`src/rtl/ladybird_uart_rx_fifo.sv`:
```
// UART receiver with runtime baud divisor and frame format, break detection,
// and a receive FIFO drained through a valid/ready stream.
module ladybird_uart_rx_fifo #(
    parameter int unsigned DATA_BITS  = 8,
    parameter int unsigned FIFO_DEPTH = 16,
    parameter int unsigned DIV_W      = 16
) (
    input  logic                          clk,
    input  logic                          nrst,
    input  logic                          rx,
    input  logic [DIV_W-1:0]              baud_div,
    input  logic                          parity_en,
    input  logic                          parity_odd,
    input  logic                          two_stop,
    output logic                          valid,
    output logic [DATA_BITS-1:0]          data,
    output logic                          frame_err,
    output logic                          parity_err,
    input  logic                          ready,
    output logic [$clog2(FIFO_DEPTH):0]   level,
    output logic                          overrun,
    input  logic                          overrun_clr,
    output logic                          brk
);

    localparam int unsigned PTR_W = $clog2(FIFO_DEPTH);
    localparam int unsigned LVL_W = PTR_W + 1;
    localparam int unsigned BIT_W = $clog2(DATA_BITS);
    localparam int unsigned ENT_W = DATA_BITS + 2;

    typedef enum logic [2:0] {
        S_IDLE,
        S_START,
        S_DATA,
        S_PARITY,
        S_STOP1,
        S_STOP2,
        S_WAIT_HIGH
    } state_t;

    state_t                 r_state;
    state_t                 w_next;
    logic                   r_rx_meta;
    logic                   r_rxs;
    logic [DIV_W-1:0]       r_cnt;
    logic [DIV_W-1:0]       r_div;
    logic                   r_par_en;
    logic                   r_par_odd;
    logic                   r_two_stop;
    logic [BIT_W-1:0]       r_bit;
    logic [DATA_BITS-1:0]   r_shift;
    logic                   r_par_err;
    logic                   r_par_sample;
    logic                   r_stop1;
    logic [ENT_W-1:0]       r_mem [FIFO_DEPTH];
    logic [PTR_W-1:0]       r_wr_ptr;
    logic [PTR_W-1:0]       r_rd_ptr;
    logic [LVL_W-1:0]       r_level;
    logic                   r_overrun;
    logic                   r_brk;

    logic                   w_tick;
    logic                   w_start;
    logic                   w_finish;
    logic                   w_stop_bad;
    logic                   w_stops_low;
    logic                   w_brk;
    logic                   w_push_req;
    logic                   w_push;
    logic                   w_pop;
    logic [ENT_W-1:0]       w_head;

    // Two-flop synchroniser; idles high so reset never looks like a start bit.
    always_ff @(posedge clk) begin
        if (!nrst) begin
            r_rx_meta <= 1'b1;
            r_rxs     <= 1'b1;
        end else begin
            r_rx_meta <= rx;
            r_rxs     <= r_rx_meta;
        end
    end

    assign w_tick  = (r_state != S_IDLE) && (r_cnt == '0);
    assign w_start = (r_state == S_IDLE) && !r_rxs;

    // Bit timer: half a bit preloaded in IDLE so the first tick hits mid start bit.
    always_ff @(posedge clk) begin
        if (!nrst) begin
            r_cnt <= '0;
        end else if (r_state == S_IDLE) begin
            r_cnt <= baud_div >> 1;
        end else if (w_tick) begin
            r_cnt <= r_div - DIV_W'(1);
        end else begin
            r_cnt <= r_cnt - DIV_W'(1);
        end
    end

    always_ff @(posedge clk) begin
        if (!nrst) begin
            r_div        <= '0;
            r_par_en     <= 1'b0;
            r_par_odd    <= 1'b0;
            r_two_stop   <= 1'b0;
            r_bit        <= '0;
            r_shift      <= '0;
            r_par_err    <= 1'b0;
            r_par_sample <= 1'b0;
            r_stop1      <= 1'b1;
        end else begin
            if (w_start) begin
                r_div        <= baud_div;
                r_par_en     <= parity_en;
                r_par_odd    <= parity_odd;
                r_two_stop   <= two_stop;
                r_bit        <= '0;
                r_par_err    <= 1'b0;
                r_par_sample <= 1'b0;
                r_stop1      <= 1'b1;
            end
            if (w_tick) begin
                case (r_state)
                    S_DATA: begin
                        r_shift <= {r_rxs, r_shift[DATA_BITS-1:1]};
                        r_bit   <= r_bit + BIT_W'(1);
                    end
                    S_PARITY: begin
                        r_par_sample <= r_rxs;
                        r_par_err    <= (r_rxs != (^r_shift ^ r_par_odd));
                    end
                    S_STOP1: r_stop1 <= r_rxs;
                    default: ;
                endcase
            end
        end
    end

    always_ff @(posedge clk) begin
        if (!nrst) begin
            r_state <= S_IDLE;
        end else begin
            r_state <= w_next;
        end
    end

    always_comb begin
        w_next      = r_state;
        w_finish    = 1'b0;
        w_stop_bad  = 1'b0;
        w_stops_low = 1'b0;
        w_brk       = 1'b0;
        case (r_state)
            S_IDLE:      if (!r_rxs) w_next = S_START;
            S_START:     if (w_tick) w_next = r_rxs ? S_IDLE : S_DATA;
            S_DATA:      if (w_tick && (r_bit == BIT_W'(DATA_BITS - 1)))
                             w_next = r_par_en ? S_PARITY : S_STOP1;
            S_PARITY:    if (w_tick) w_next = S_STOP1;
            S_STOP1: begin
                if (w_tick) begin
                    if (r_two_stop) begin
                        w_next = S_STOP2;
                    end else begin
                        w_finish    = 1'b1;
                        w_stop_bad  = !r_rxs;
                        w_stops_low = !r_rxs;
                    end
                end
            end
            S_STOP2: begin
                if (w_tick) begin
                    w_finish    = 1'b1;
                    w_stop_bad  = !r_stop1 || !r_rxs;
                    w_stops_low = !r_stop1 && !r_rxs;
                end
            end
            S_WAIT_HIGH: if (r_rxs) w_next = S_IDLE;
            default:     w_next = S_IDLE;
        endcase
        // Break: an all-zero frame including every stop sample.
        w_brk = w_finish && w_stops_low && (r_shift == '0) && (!r_par_en || !r_par_sample);
        if (w_finish) begin
            w_next = (w_brk || w_stop_bad) ? S_WAIT_HIGH : S_IDLE;
        end
    end

    assign w_pop      = (r_level != '0) && ready;
    assign w_push_req = w_finish && !w_brk;
    assign w_push     = w_push_req && ((r_level != LVL_W'(FIFO_DEPTH)) || w_pop);

    always_ff @(posedge clk) begin
        if (w_push) begin
            r_mem[r_wr_ptr] <= {w_stop_bad, r_par_err, r_shift};
        end
    end

    always_ff @(posedge clk) begin
        if (!nrst) begin
            r_wr_ptr  <= '0;
            r_rd_ptr  <= '0;
            r_level   <= '0;
            r_overrun <= 1'b0;
            r_brk     <= 1'b0;
        end else begin
            if (w_push) r_wr_ptr <= r_wr_ptr + PTR_W'(1);
            if (w_pop)  r_rd_ptr <= r_rd_ptr + PTR_W'(1);
            if (w_push && !w_pop) begin
                r_level <= r_level + LVL_W'(1);
            end else if (!w_push && w_pop) begin
                r_level <= r_level - LVL_W'(1);
            end
            // A dropped word outranks a simultaneous clear.
            if (w_push_req && !w_push) begin
                r_overrun <= 1'b1;
            end else if (overrun_clr) begin
                r_overrun <= 1'b0;
            end
            r_brk <= w_brk;
        end
    end

    // Head fields are gated so an empty FIFO presents zeros.
    assign w_head     = r_mem[r_rd_ptr];
    assign valid      = (r_level != '0);
    assign data       = valid ? w_head[DATA_BITS-1:0] : '0;
    assign parity_err = valid & w_head[DATA_BITS];
    assign frame_err  = valid & w_head[DATA_BITS+1];
    assign level      = r_level;
    assign overrun    = r_overrun;
    assign brk        = r_brk;

endmodule

```
`config.mk`:
```
export PLATFORM = sky130hd
export DESIGN_NAME = ladybird_uart_rx_fifo
export DESIGN_NICKNAME = d
export VERILOG_FILES = /design/src/rtl/ladybird_uart_rx_fifo.sv
export SDC_FILE = /design/constraint.sdc
export NUM_CORES = 1
export LEC_CHECK = 0
export CAP_MARGIN = 15
export CELL_PAD_IN_SITES_DETAIL_PLACEMENT = 1
export CELL_PAD_IN_SITES_GLOBAL_PLACEMENT = 1
export CORE_MARGIN = 5
export CORE_UTILIZATION = 50
export CTS_BUF_LIST = sky130_fd_sc_hd__clkbuf_8 sky130_fd_sc_hd__clkbuf_16
export DETAILED_ROUTE_END_ITERATION = 16
export PLACE_DENSITY = 0.8
export SKIP_LAST_GASP = 1
export SYNTH_ARGS = -nofsm -noshare
export SYNTH_HDL_FRONTEND = slang
export SYNTH_SLANG_ARGS = --single-unit
```
`constraint.sdc`:
```
create_clock -name clk -period 4.1 [get_ports clk]
set_input_delay 1.025 -clock clk [delete_from_list [all_inputs] [get_ports clk]]
set_output_delay 1.025 -clock clk [all_outputs]
set_load 0.01 [all_outputs]
```
# ---- Word-level counts from Yosys, hierarchy flattened
# Memory sizes are Yosys's and may differ from the RTL's. A register that Yosys moved wholly into a read port is not among the register bits.
# Index checks and enable logic that the tools add are counted.
dict set report totals {
  ff_bits 69
  mem_bits_rw 160
  out_inout_bits 18
  n_memories 1
}
dict set report classes {
  n_addsub 7
  n_eq_ne 17
  mux 45
  bitwise 4
  n_reduce_logical 35
}
# memory words width rd rd_clocked_by_memory_dff wr line
set mem_list {}
lappend mem_list {r_mem 16 10 1 1 1 55} ;# logic [ENT_W-1:0] r_mem [FIFO_DEPTH];
# op count
set ops {}
lappend ops {{two-way mux 3 bit} 13}
lappend ops {{subtractor 16 x 1 -> 16 bit (second input constant)} 2}
lappend ops {{!= test 3 bit (second input constant)} 7}
lappend ops {{case mux 3 bit (7 select lines)} 1}
lappend ops {{two-way mux 1 bit} 20}
lappend ops {{zero test 16 bit} 1}
lappend ops {{two-way mux 16 bit} 1}
lappend ops {{two-way mux 15 bit} 1}
lappend ops {{logical AND 1 bit} 13}
lappend ops {{== test 3 bit (second input constant)} 4}
lappend ops {{two-way mux 5 bit} 2}
lappend ops {{adder 4 x 1 -> 4 bit (second input constant)} 2}
lappend ops {{zero test 8 bit} 1}
lappend ops {{two-way mux 4 bit} 2}
lappend ops {{two-way mux 8 bit} 1}
lappend ops {{AND reduction 8 bit} 1}
lappend ops {{parity 8 bit} 1}
lappend ops {{zero test 1 bit} 7}
lappend ops {{== test 3 x 2 -> 1 bit (second input constant)} 2}
lappend ops {{case mux 1 bit (2 select lines)} 3}
lappend ops {{adder 5 x 1 -> 5 bit (second input constant)} 1}
lappend ops {{!= test 5 bit (second input constant)} 1}
lappend ops {{nonzero test 5 bit} 1}
lappend ops {{subtractor 5 x 1 -> 5 bit (second input constant)} 1}
lappend ops {{14 further kinds} 19}

# ---- Depth between registers and ports, before layout
# Gate-level depths: netlist of run 1.
dict set report logic_depth {
  word_depth 14
  mapped_depth 15
  ltp_nobuf 14
}

# ---- Worst setup path after synthesis of run 1
# No wires, ideal clock.
dict set report synth_timing {
  kind {flip-flop to flip-flop}
  startpoint {reg r_cnt[15]}
  endpoint {reg r_level[4], in the netlist level[4]}
  arrival_time_ns 3.302
  required_time_ns 3.972
  setup_slack_ns 0.670
  stages_incl_launch_ff 15
  path_buffers 1
  synth_period_minus_slack_ns 3.430
  path_cell_list {dfxtp_1 -> or4_4 -> nor4_4 -> nand2_2 -> nor4_2 -> buf_2 -> ha_1 -> inv_1 -> ha_1 -> nor2b_1 -> o21a_1 -> or3_1 -> a21oi_1 -> xnor2_1 -> nor2_1}
}
dict set report synth_between {
  elab_chain_len 13
}
# item line
set synth_lines {}
lappend synth_lines {{start: declaration} 45} ;# logic [DIV_W-1:0] r_cnt;
lappend synth_lines {{start signal: assignment} 92} ;# r_cnt <= baud_div >> 1;
lappend synth_lines {{start signal: assignment} 94} ;# r_cnt <= r_div - DIV_W'(1);
lappend synth_lines {{start signal: assignment} 96} ;# r_cnt <= r_cnt - DIV_W'(1);
lappend synth_lines {{zero test 16 bit (*)} 84} ;# assign w_tick = (r_state != S_IDLE) && (r_cnt == '0);
lappend synth_lines {{logical AND 1 bit (*)} 84}
lappend synth_lines {{two-way mux 1 bit (on tied branches)} {171, 160}}
lappend synth_lines {{case mux 1 bit (2 select lines)} 153} ;# case (r_state)
lappend synth_lines {{logical AND 1 bit (3 in a row)} 181} ;# w_brk = w_finish && w_stops_low && (r_shift == '0) && (!r_par_en || !r_par_sample);
lappend synth_lines {{zero test 1 bit} 188} ;# assign w_push_req = w_finish && !w_brk;
lappend synth_lines {{logical AND 1 bit (*)} 188}
lappend synth_lines {{logical AND 1 bit (*)} 189} ;# assign w_push = w_push_req && ((r_level != LVL_W'(FIFO_DEPTH)) || w_pop);
lappend synth_lines {{named net w_push} 69} ;# logic w_push;
lappend synth_lines {{zero test 1 bit} 209} ;# end else if (!w_push && w_pop) begin
lappend synth_lines {{logical AND 1 bit} 209}
lappend synth_lines {{nonzero test 2 bit (no source line)} n/a}
lappend synth_lines {{end signal: assignment} 208} ;# r_level <= r_level + LVL_W'(1);
lappend synth_lines {{end signal: assignment} 210} ;# r_level <= r_level - LVL_W'(1);
lappend synth_lines {{end: declaration} 58} ;# logic [LVL_W-1:0] r_level;
# The timed path passes the listed nets; every way through them passes the cells marked *.
# A chain may end at the register's enable or synchronous reset.

==> results.txt, run 1 <==
Post-CTS timing repair inserted 0 buffers for setup. Derived from the worst setup path, the maximum achievable clock frequency is 253 MHz. The residual overflow from global routing came out at 0. The cell that appears most often on the critical path is sky130_fd_sc_hd__mux4_2. The per-instance average area after synthesis came out at 13.6 um^2. The largest total area in the synthesized netlist belongs to sky130_fd_sc_hd__edfxtp_1. The post-synthesis instance area came out at 9910 um^2. The number of sinks on the clock net came out at 233.

The startpoint identified for the worst hold timing path is r_rx_meta. The number of routed nets with antenna violations came out at 0. In this design, the largest share of critical-path delay is due to multiplexers.

The slew of the pin with the lowest slew margin is 1020 ps. In this run the critical register-to-register path is launched from r_cnt[8]. The number of cell instances on the worst register-to-register path came out at 13. The average detailed-routed wire length per instance is 24.5 um. The instance count after placement with tap cells included is 1,024. The critical path goes through buf_12, mux4_2, mux4_2, nor2b_1, clkdlybuf4s50_1. The effective utilization at floorplan came out at 50.9%. The number of warning messages in the yosys log came out at 0. The final cell count without fillers is 1,068. The net count of the mapped netlist is 770. The critical path arrival came out at 2920 ps. The share of Yosys cell area claimed by the top area cell type is 48.5%. The slack of the worst reg-to-reg path is 350 ps. The endpoint identified for the worst register-to-register timing path is level[4]. The die height is 151 um. The growth of design area from synthesis to finish is 15.9%. On the critical path, the stage with the largest delay is an instance of sky130_fd_sc_hd__mux4_2. The required time at the worst-slack endpoint is 3070 ps. The max capacitance violation total came out at 0. Global routing used 23.6% of the available tracks across all layers.

Across the VDD grid, the largest voltage drop is 0.260 mV. After layout, the worst path uses 96.3% of the clock period. Setup repair after global routing left no endpoint under its margin. The worst slack on hold paths is 416 ps.

TritonCTS built the clock tree. 42 I/O pins were placed. At the end of the flow, the number of nets in the layout was 828. Input and output buffers added on the ports amount to 41. For hold timing, the worst endpoint is r_rxs. The via count of the routed design is 6,433. The number of hold violations in the final report is 0.

For this run, the slowest stage of the critical path takes 540 ps. The first global-routing pass estimated 40,700 um of wire. The HPWL after detailed placement is 17,200 um. The filler cell count in the final layout is 1,904. The die outline area came out at 22,700 um^2. The number of synthesized register bits is 233. 0 antenna diodes ended up in the layout. The total iterations of the first detailed-routing run is 5. The CTS clock-pin slew for the worst setup and hold paths came out at 60 ps. Across the routed clock network, the largest skew measured is 10.5 ps. Ranked by total cell area, the synthesized netlist is headed by sky130_fd_sc_hd__edfxtp_1 48%, sky130_fd_sc_hd__dfxtp_1 15%, sky130_fd_sc_hd__mux4_2 11%. The critical path is of the flip-flop to output port type.

The run finished with clean final reports. The weighted congestion reported at the end of routability-driven placement came out at 0.912. The later-pin clock latency in the skew report came out at 520 ps. The via count of the first global-routing pass is 6,950.

The maximum level of the CTS H-tree came out at 1. The maximum number of pins on one net before global-route repair came out at 45. Counting instances in the post-synthesis netlist gives the leading cell types as 160 x sky130_fd_sc_hd__edfxtp_1, 73 x sky130_fd_sc_hd__dfxtp_1, 63 x sky130_fd_sc_hd__nor2_1, 60 x sky130_fd_sc_hd__a21oi_1, 57 x sky130_fd_sc_hd__nand2_1.

The CTS buffer count is 24. Along the worst hold path, the cell count comes to 1. The worst setup path is launched from a flip-flop.

The core footprint is 19,500 um^2. The most common cell in the synthesized netlist is sky130_fd_sc_hd__edfxtp_1. The synthesized netlist cell count is 728. The initial antenna violation count is 0. For this run, design rule violations remaining after detail routing come to 0. The total wire length after detailed routing is 26,200 um. The number of flops mapped to enable cells by yosys came out at 160.

The initialized floorplan defines 51 standard-cell rows. The number of buffers and inverters on the critical path is 2. The via density per instance came out at 6.02. The maximum root-to-sink buffer count is 3.

The main flop type after synthesis is sky130_fd_sc_hd__edfxtp_1. The minimum clock period after layout is 3950 ps. The leakage power of the design came out at 0.00389 uW. Summed over all failing endpoints, the final setup total negative slack is 0 ps.

The end-of-flow core utilization is 59.0%. The fraction of final layout cells sized beyond drive strength 1 is 15.7%. The power per cell area came out at 501 nW/um^2.

The horizontal die dimension is 151 um. The sort of element at the end of the critical path is an output port. The number of DRC markers in iteration 0 came out at 485. The root buffer cell chosen for the clock tree is sky130_fd_sc_hd__clkbuf_16.

The portion of the post-synthesis area used by sequential elements came out at 63.2%. Along the worst path, the maximum fanout reaches 16. The count of distinct cell types in the synthesized netlist came out at 55. The fraction of registers with async set/reset came out at 0%. The worst hold path belongs to the class flip-flop to flip-flop. The max-slew violation count is 0.

Measured against its own limit, the worst slew margin works out to 31.6%. The final setup violation count came out at 0.
[cell usage in the layout, fill, tap and decap left out, types with 4 or more instances in the layout]
cell,Yosys,routed
sky130_fd_sc_hd__a211oi_1,5,5
sky130_fd_sc_hd__a21oi_1,60,60
sky130_fd_sc_hd__a31oi_1,9,9
sky130_fd_sc_hd__and3_1,14,14
sky130_fd_sc_hd__buf_4,1,26
sky130_fd_sc_hd__clkbuf_16,0,25
sky130_fd_sc_hd__clkdlybuf4s50_1,0,41
sky130_fd_sc_hd__clkinv_2,0,5
sky130_fd_sc_hd__dfxtp_1,73,72
sky130_fd_sc_hd__edfxtp_1,160,160
sky130_fd_sc_hd__ha_1,17,17
sky130_fd_sc_hd__inv_1,22,33
sky130_fd_sc_hd__mux2i_1,5,5
sky130_fd_sc_hd__mux4_2,50,50
sky130_fd_sc_hd__nand2_1,57,57
sky130_fd_sc_hd__nand2b_1,5,5
sky130_fd_sc_hd__nand3_1,12,12
sky130_fd_sc_hd__nand4_1,6,6
sky130_fd_sc_hd__nor2_1,63,63
sky130_fd_sc_hd__nor2b_1,15,15
sky130_fd_sc_hd__nor3_1,17,17
sky130_fd_sc_hd__nor3b_1,4,4
sky130_fd_sc_hd__o211ai_1,5,5
sky130_fd_sc_hd__o21ai_0,21,21
sky130_fd_sc_hd__or2_2,5,5
sky130_fd_sc_hd__or3_1,5,5
sky130_fd_sc_hd__or4_1,4,4
sky130_fd_sc_hd__xnor2_1,13,13
sky130_fd_sc_hd__xor2_1,6,6
[timing repair]
item | 4_1_cts | 5_1_grt
resized for setup | 0 | 0
setup endpoints to repair | 0 | 2
hold buffers | 0 | 0
[power by group]
group	total (uW)	internal [uW]	switching, uW
registers	2610	2540	75.8
logic	1150	586	561
clock network	2000	1120	874
[registers in the layout, summed over array words and instances, names as in the netlist, 3 cells and up, named ones only]
name and count:
r_bit 3, r_div 16, r_shift 8, r_state 3, r_cnt 16, level 5
r_mem 160, r_rd_ptr 4, r_wr_ptr 4
[final cells by class]
type / count / area [um^2] / share of cell area [%]
Timing Repair Buffer: 70 / 671 / 5.84
Tap cell: 265 / 332 / 2.89
Clock inverter: 19 / 116 / 1.01
Sequential cell: 233 / 6270 / 54.6
Multi-Input combinational cell: 434 / 3410 / 29.7
Inverter: 23 / 86.3 / 0.752
Clock buffer: 24 / 601 / 5.23
[per-stage QoR]
| step | setup slack, ps | cell area (um^2) | power, uW |
|---|---|---|---|
| final | 151 | 11500 | 5760 |
| after global routing | 69.8 | 11500 | 6000 |
| after CTS | 42.0 | 11500 | 5780 |
| after detailed placement | 352 | 10700 | 3800 |
| after global placement | 461 | 10700 | 3730 |
| after floorplan | 670 | 9910 | 3350 |
[worst register-to-register path, cell delays in order, from the launching register on]
cell                      delay, ps
sky130_fd_sc_hd__dfxtp_1        360
sky130_fd_sc_hd__or3_1          480
sky130_fd_sc_hd__nor4_4         500
sky130_fd_sc_hd__nand2_2        230
sky130_fd_sc_hd__nor4_2         390
sky130_fd_sc_hd__ha_1           270
sky130_fd_sc_hd__inv_1          110
sky130_fd_sc_hd__ha_1           310
sky130_fd_sc_hd__nor2b_1        140
sky130_fd_sc_hd__o21a_1         170
sky130_fd_sc_hd__or3_1          300
sky130_fd_sc_hd__a21oi_1        180
sky130_fd_sc_hd__xnor2_1        140
sky130_fd_sc_hd__nor2_1          50
[per-layer routing]
metal,vias up,track usage (%),wire length (um)
li1,2866,-,-
met1,3271,31.3,10600
met2,236,41.0,13500
met3,60,3.50,1490
met4,0,6.26,643
met5,-,0,0
[cell families (layout without fill, tap and decap cells)]
| family | Yosys count | count (layout) | synth area share, % |
|---|---|---|---|
| AOI/OAI and AO/OA | 123 | 123 | 7.42 |
| and+or+nand+nor | 219 | 219 | 11.0 |
| xor gates and xnor gates | 19 | 19 | 1.68 |
| DFF | 233 | 233 | 63.2 |
| buffers and inverters | 61 | 136 | 2.42 |
| muxes | 55 | 55 | 11.9 |
| adders and majority gates | 18 | 18 | 2.35 |
[worst max path at each step]
stage	startpoint	to	slack, ps	cells after the start
final	flip-flop	frame_err	150	5
after global placement	ready	level[4]	460	12
after CTS	flip-flop	frame_err	40	5
after detailed placement	ready	level[4]	350	12
after global routing	flip-flop	frame_err	70	5
after floorplan	r_cnt[15]	level[4]	670	14
(Power assumes the default switching activity.)
==> inputs of run 2 (changes only) <==
ABC_CLOCK_PERIOD_IN_PS = 4100   (was unset)
CTS_CLUSTER_DIAMETER = 150   (was unset)
==> results of run 2 <==
The final DEF is identical to that of run 1; final timing and power are the same.
